==> config.mk <==
export PLATFORM = sky130hd
export DESIGN_NAME = uart_rx_sampler
export DESIGN_NICKNAME = d
export VERILOG_FILES = /design/src/rtl/uart_rx_sampler.sv
export SDC_FILE = /design/constraint.sdc
export NUM_CORES = 1
export LEC_CHECK = 0
export CORE_UTILIZATION = 46
export DETAILED_ROUTE_END_ITERATION = 7
export DONT_BUFFER_PORTS = 1
export GPL_TIMING_DRIVEN = 0
export SYNTH_ARGS = -nofsm -noshare
export SYNTH_HDL_FRONTEND = slang
export SYNTH_SLANG_ARGS = --single-unit
export TNS_END_PERCENT = 100
==> constraint.sdc <==
create_clock -name clk_i -period 4.5 [get_ports clk_i]
set_clock_uncertainty 0.15 [all_clocks]
set_input_delay 0.9 -clock clk_i [delete_from_list [all_inputs] [get_ports clk_i]]
set_output_delay 0.9 -clock clk_i [all_outputs]
set_load 0.02 [all_outputs]
==> src/rtl/uart_rx_sampler.sv <==
// 8N1 UART receive front-end: rx synchroniser, mid-bit sampler FSM and a valid/ready
// holding register with framing-error and overrun pulses.
module uart_rx_sampler #(
    parameter int unsigned CLKS_PER_BIT = 868,
    parameter int unsigned DATA_BITS    = 8,
    parameter int unsigned SYNC_STAGES  = 2
) (
    input  logic                 clk_i,
    input  logic                 rst_ni,
    input  logic                 rx_i,
    output logic [DATA_BITS-1:0] rx_data_o,
    output logic                 rx_valid_o,
    input  logic                 rx_ready_i,
    output logic                 frame_err_o,
    output logic                 overrun_o,
    output logic                 busy_o
);

    localparam int unsigned CntW   = $clog2(CLKS_PER_BIT);
    localparam int unsigned IdxW   = (DATA_BITS > 1) ? $clog2(DATA_BITS) : 1;
    localparam int unsigned FlushW = $clog2(SYNC_STAGES + 1);

    localparam logic [CntW-1:0]   HalfLoad  = CntW'(CLKS_PER_BIT / 2 - 1);
    localparam logic [CntW-1:0]   FullLoad  = CntW'(CLKS_PER_BIT - 1);
    localparam logic [IdxW-1:0]   LastIdx   = IdxW'(DATA_BITS - 1);
    localparam logic [FlushW-1:0] FlushDone = FlushW'(SYNC_STAGES);

    typedef enum logic [2:0] {StWaitIdle, StIdle, StStart, StData, StStop} state_e;

    state_e                 state_q, state_d;
    logic [SYNC_STAGES-1:0] sync_q;
    logic [CntW-1:0]        cnt_q, cnt_d;
    logic [IdxW-1:0]        idx_q, idx_d;
    logic [DATA_BITS-1:0]   shreg_q, shreg_d;
    logic [FlushW-1:0]      flush_q, flush_d;
    logic [DATA_BITS-1:0]   rx_data_q, rx_data_d;
    logic                   rx_valid_q, rx_valid_d;
    logic                   frame_err_q, frame_err_d;
    logic                   overrun_q, overrun_d;
    logic                   busy_q, busy_d;
    logic                   rx_s, sample, byte_done;

    assign rx_s   = sync_q[SYNC_STAGES-1];
    assign sample = (cnt_q == '0);

    // State register
    always_ff @(posedge clk_i or negedge rst_ni) begin
        if (!rst_ni) begin
            state_q <= StWaitIdle;
        end else begin
            state_q <= state_d;
        end
    end

    // The synchroniser resets to ones, which says nothing about the real line, so leaving
    // WAIT_IDLE also waits until the chain has been refilled from the pin.
    always_comb begin
        state_d = state_q;
        case (state_q)
            StWaitIdle: if (rx_s && (flush_q == FlushDone)) state_d = StIdle;
            StIdle:     if (!rx_s) state_d = StStart;
            StStart:    if (sample) state_d = rx_s ? StIdle : StData;
            StData:     if (sample && (idx_q == LastIdx)) state_d = StStop;
            StStop:     if (sample) state_d = rx_s ? StIdle : StWaitIdle;
            default:    state_d = StWaitIdle;
        endcase
    end

    always_comb begin
        cnt_d       = (cnt_q != '0) ? cnt_q - 1'b1 : cnt_q;
        idx_d       = idx_q;
        shreg_d     = shreg_q;
        frame_err_d = 1'b0;
        byte_done   = 1'b0;
        flush_d     = (flush_q == FlushDone) ? flush_q : flush_q + 1'b1;
        case (state_q)
            StIdle: if (!rx_s) cnt_d = HalfLoad;
            StStart: begin
                if (sample && !rx_s) begin
                    cnt_d = FullLoad;
                    idx_d = '0;
                end
            end
            StData: begin
                if (sample) begin
                    shreg_d = DATA_BITS'({rx_s, shreg_q} >> 1);
                    cnt_d   = FullLoad;
                    idx_d   = idx_q + 1'b1;
                end
            end
            StStop: begin
                if (sample) begin
                    byte_done   = rx_s;
                    frame_err_d = !rx_s;
                end
            end
            default: ;
        endcase
        busy_d = (state_d == StStart) || (state_d == StData) || (state_d == StStop);

        rx_data_d  = rx_data_q;
        rx_valid_d = rx_valid_q;
        overrun_d  = 1'b0;
        if (byte_done) begin
            // A same-cycle consume frees the slot, so the new byte is taken without overrun
            if (!rx_valid_q || rx_ready_i) begin
                rx_data_d  = shreg_q;
                rx_valid_d = 1'b1;
            end else begin
                overrun_d = 1'b1;
            end
        end else if (rx_valid_q && rx_ready_i) begin
            rx_valid_d = 1'b0;
        end
    end

    always_ff @(posedge clk_i or negedge rst_ni) begin
        if (!rst_ni) begin
            sync_q      <= '1;
            cnt_q       <= '0;
            idx_q       <= '0;
            shreg_q     <= '0;
            flush_q     <= '0;
            rx_data_q   <= '0;
            rx_valid_q  <= 1'b0;
            frame_err_q <= 1'b0;
            overrun_q   <= 1'b0;
            busy_q      <= 1'b0;
        end else begin
            sync_q      <= {sync_q[SYNC_STAGES-2:0], rx_i};
            cnt_q       <= cnt_d;
            idx_q       <= idx_d;
            shreg_q     <= shreg_d;
            flush_q     <= flush_d;
            rx_data_q   <= rx_data_d;
            rx_valid_q  <= rx_valid_d;
            frame_err_q <= frame_err_d;
            overrun_q   <= overrun_d;
            busy_q      <= busy_d;
        end
    end

    assign rx_data_o   = rx_data_q;
    assign rx_valid_o  = rx_valid_q;
    assign frame_err_o = frame_err_q;
    assign overrun_o   = overrun_q;
    assign busy_o      = busy_q;

endmodule
==> key figures <==
Status
  • Status: finished clean

Yosys
  • Number of distinct library cells after synthesis: 39
  • Cell Area, Synth: 0.00185 mm2
  • Post-synth top area cell: dfrtp_1
  • Top cells by area, synth: dfrtp_1 (51%), mux2_2 (9.7%), ha_1 (3.4%)
  • Post-synth ARST share: 100%
  • Post-synthesis xor/xnor area fraction: 0.947%
  • Largest family of logic cells by synthesized area: simple AND/OR/NAND/NOR gates
  • Multiplexer area fraction after synthesis: 9.74%
  • Cells after Synth: 162
  • Post-synthesis sequential area ratio: 54.3%
  • Post-synth EDFFs: 0
  • Synth Area in Adders: 3.38%
  • Synth Area in Simple Gates: 17.7%
  • Commonest cells in the netlist: dfrtp_1 (38), mux2_2 (16), nor2_1 (10)
  • Most common cell in the synthesized netlist: dfrtp_1
  • Synth Area per Inst: 11.4 um2
  • Syn_nets: 171
  • Synth warn: 0
  • Share of the synthesized area in the top cell type: 51.4%
  • FF+latch count, synth: 40
  • Post-synth top flop: dfrtp_1
  • Synth Area in Compound Gates: 11.0%

Clock network
  • Clk_lat worst skew: 0.29 ns
  • CTS tree: yes
  • Depth of the CTS H-tree: 2
  • Clk pin slew, worst setup/hold paths: 0.08 ns
  • Postcts setup bufs: 0
  • Num CTS Buffers: 5
  • Post-CTS Resized: 0
  • Hold Buf Count CTS: 0
  • Clock buffer depth: 2
  • CTS Root Cell: clkbuf_8
  • CTS Sinks: 40

Worst setup path
  • Nature of the critical path startpoint: register
  • Crit-path slowest cell: nor4b_4
  • Worst Setup End Kind: register
  • Worst Path Max Fanout: 8
  • WS Path Type: register to register
  • RR Startpoint: cnt_q[0]
  • Crit-path cells: inv_1, ha_1, nor3b_2, and3_1, inv_2, nor4b_4, mux2_2
  • Slowest stage delay, CP: 0.62 ns
  • Worst EP required: 4.53 ns
  • WP data arrival: 2.62 ns
  • Worst Setup SP: cnt_q[0]

Layout
  • Diode count: 0
  • Area Overhead vs Synth: 8.52%
  • Layout cells sized above 1: 19.4%
  • Finished Layout Cells: 218
  • Area of the multi-input gates: 792 um2
  • # nets final: 178
  • FF/Latch Area: 0.00100 mm2
  • FILL cells: 330

Timing
  • Worst Max-Slew Pin Slew: 0.904 ns
  • Fin. max-slew vios: 0
  • Final period utilization: 57.7%
  • Tmin final: 2.60 ns
  • RSZ-0062 raised after global routing: no
  • Setup TNS Final: 0 ns
  • Final count of hold timing violations: 0
  • F_max: 0.385 GHz
  • # setup viols final: 0
  • Relative slew slack: 39.2%

Drt
  • First-pass iteration count of the detailed router: 4
  • DR DRC count: 0
  • Wire per inst: 15.5 um
  • Vias/cell: 5.78
  • 1st-iter DRT viols: 53
  • Detail Route Antenna Nets: 0
  • DRT Wirelength: 3370 um
  • Via count: 1260

Global route
  • GR Overflow Total: 0
  • Pin count of the biggest net entering global routing: 41
  • Antenna violations before repair: 0
  • Global-route wire length before repair: 5780 um
  • Vias in the first global route: 1262
  • Total GRT Usage: 18.4%

Floorplanning
  • Core Area: 0.00377 mm2
  • Die ar.: 0.00428 mm2
  • I/O pin cnt: 16
  • Die extent in x: 65.4 um
  • Die Y: 65.4 um
  • Starting Density: 49.0%
  • Row count: 22

Power and ir drop
  • Clk network pwr share: 25.6%
  • Combinational power share: 23.3%
  • Reg power frac: 51.1%
  • P_sw: 317 uW
  • VDD IR-drop max: 0.268 mV
  • Sw Ratio: 33.0%
  • Pwr per Cell Area: 478 mW/mm2
  • P_leak: 0.000899 uW
  • P_int: 644 uW

Placement
  • Post-DP HPWL: 2500 um
  • GPL Wtd Cong: 0.862
  • Port bufs: 0
  • Placed Cells incl. Taps: 210

Flow run
  • Max-cap violations: 0

Worst hold path
  • Hold WC Path Type: input port to asynchronous set/reset pin
==> routing by layer <==
| layer | share of wire, % | GRT usage, % | vias up |
|---|---|---|---|
| li1 | - | - | 600 |
| met1 | 46 | 24.0 | 619 |
| met2 | 48 | 28.1 | 33 |
| met3 | 4.8 | 5.90 | 8 |
| met4 | 2.0 | 7.34 | 0 |
| met5 | 0 | 0 | - |
==> metrics by stage <==
stage	cell area (um2)	utilization, %	hold WS, ns	worst slack [ns]	power [uW]
after CTS	2010	53.2	0.134	1.87	968
after detailed placement	1910	50.6	0.201	1.88	719
final	2010	53.2	0.142	1.90	960
after floorplan	1850	-	0.195	2.29	661
after global routing	2010	53.2	0.121	1.72	1030
after global placement	1910	50.6	0.197	2.00	701
==> cell type report <==
type                            count  area share (%)
Buffer                              8            1.56
Clock inverter                      2           0.748
Multi-Input combinational cell    108            39.5
Clock buffer                        6            4.11
Sequential cell                    40            50.0
Tap cell                           48            2.99
Inverter                            6            1.12
==> cells in the final DEF, fill, tap and decap left out, drive strengths merged, types with 3 or more instances in the layout <==
master / count
inv: 6
nand2b: 6
nor3: 6
or3: 3
nand2: 8
o31ai: 5
mux2: 16
ha: 5
dfrtp: 38
nor2: 10
a211oi: 3
nand3: 4
a21oi: 6
clkbuf: 13
o21ai: 7
==> kinds of logic after synthesis <==
| group | Yosys count |
|---|---|
| and+or+nand+nor | 54 |
| DFF | 40 |
| adders and majority gates | 5 |
| buffers and inverters | 14 |
| muxes | 16 |
| AOI/OAI and AO/OA | 31 |
| xor gates and xnor gates | 2 |
==> flip-flops by register name, summed over array words and instances, names as in the netlist <==
signal / count
state_q: 3
shreg_q: 8
overrun_o: 1
flush_q: 2
rx_valid_o: 1
frame_err_o: 1
cnt_q: 10
sync_q: 2
busy_o: 1
rx_data_o: 8
idx_q: 3
==> power by group through the flow <==
| stage | Clock, uW | Combinational [uW] | Sequential, uW |
|---|---|---|---|
| 2_1_floorplan | 0 | 180 | 481 |
| 3_3_place_gp | 0 | 209 | 492 |
| 3_5_place_dp | 0 | 223 | 497 |
| 4_1_cts | 254 | 223 | 490 |
| 5_1_grt | 271 | 255 | 499 |
| 6_report | 246 | 224 | 491 |
==> path summary, 6_finish.rpt <==
| path | to | slack, ns | depth (start not counted) |
|---|---|---|---|
| hold reg to reg | sync_q[1] | 0.21 | 0 |
| setup / recovery | rx_data_o[5] | 1.90 | 7 |
| max in group asynchronous | sync_q[1] | 3.88 | 0 |
| min in group clk_i | sync_q[1] | 0.21 | 0 |
| hold / removal | cnt_q[3] | 0.14 | 0 |
| setup reg to reg | rx_data_o[5] | 1.90 | 7 |
==> worst max-delay path: cells and delay by family (launching register included) <==
kind | cells | cell delay [ns]
adder cells (fa/ha/maj) | 1 | 0.18
AND/OR/NAND/NOR | 3 | 1.17
multiplexers | 1 | 0.41
flip-flops | 1 | 0.41
buffers and inverters | 2 | 0.15
Note: power is estimated with default switching activity, not from simulation.
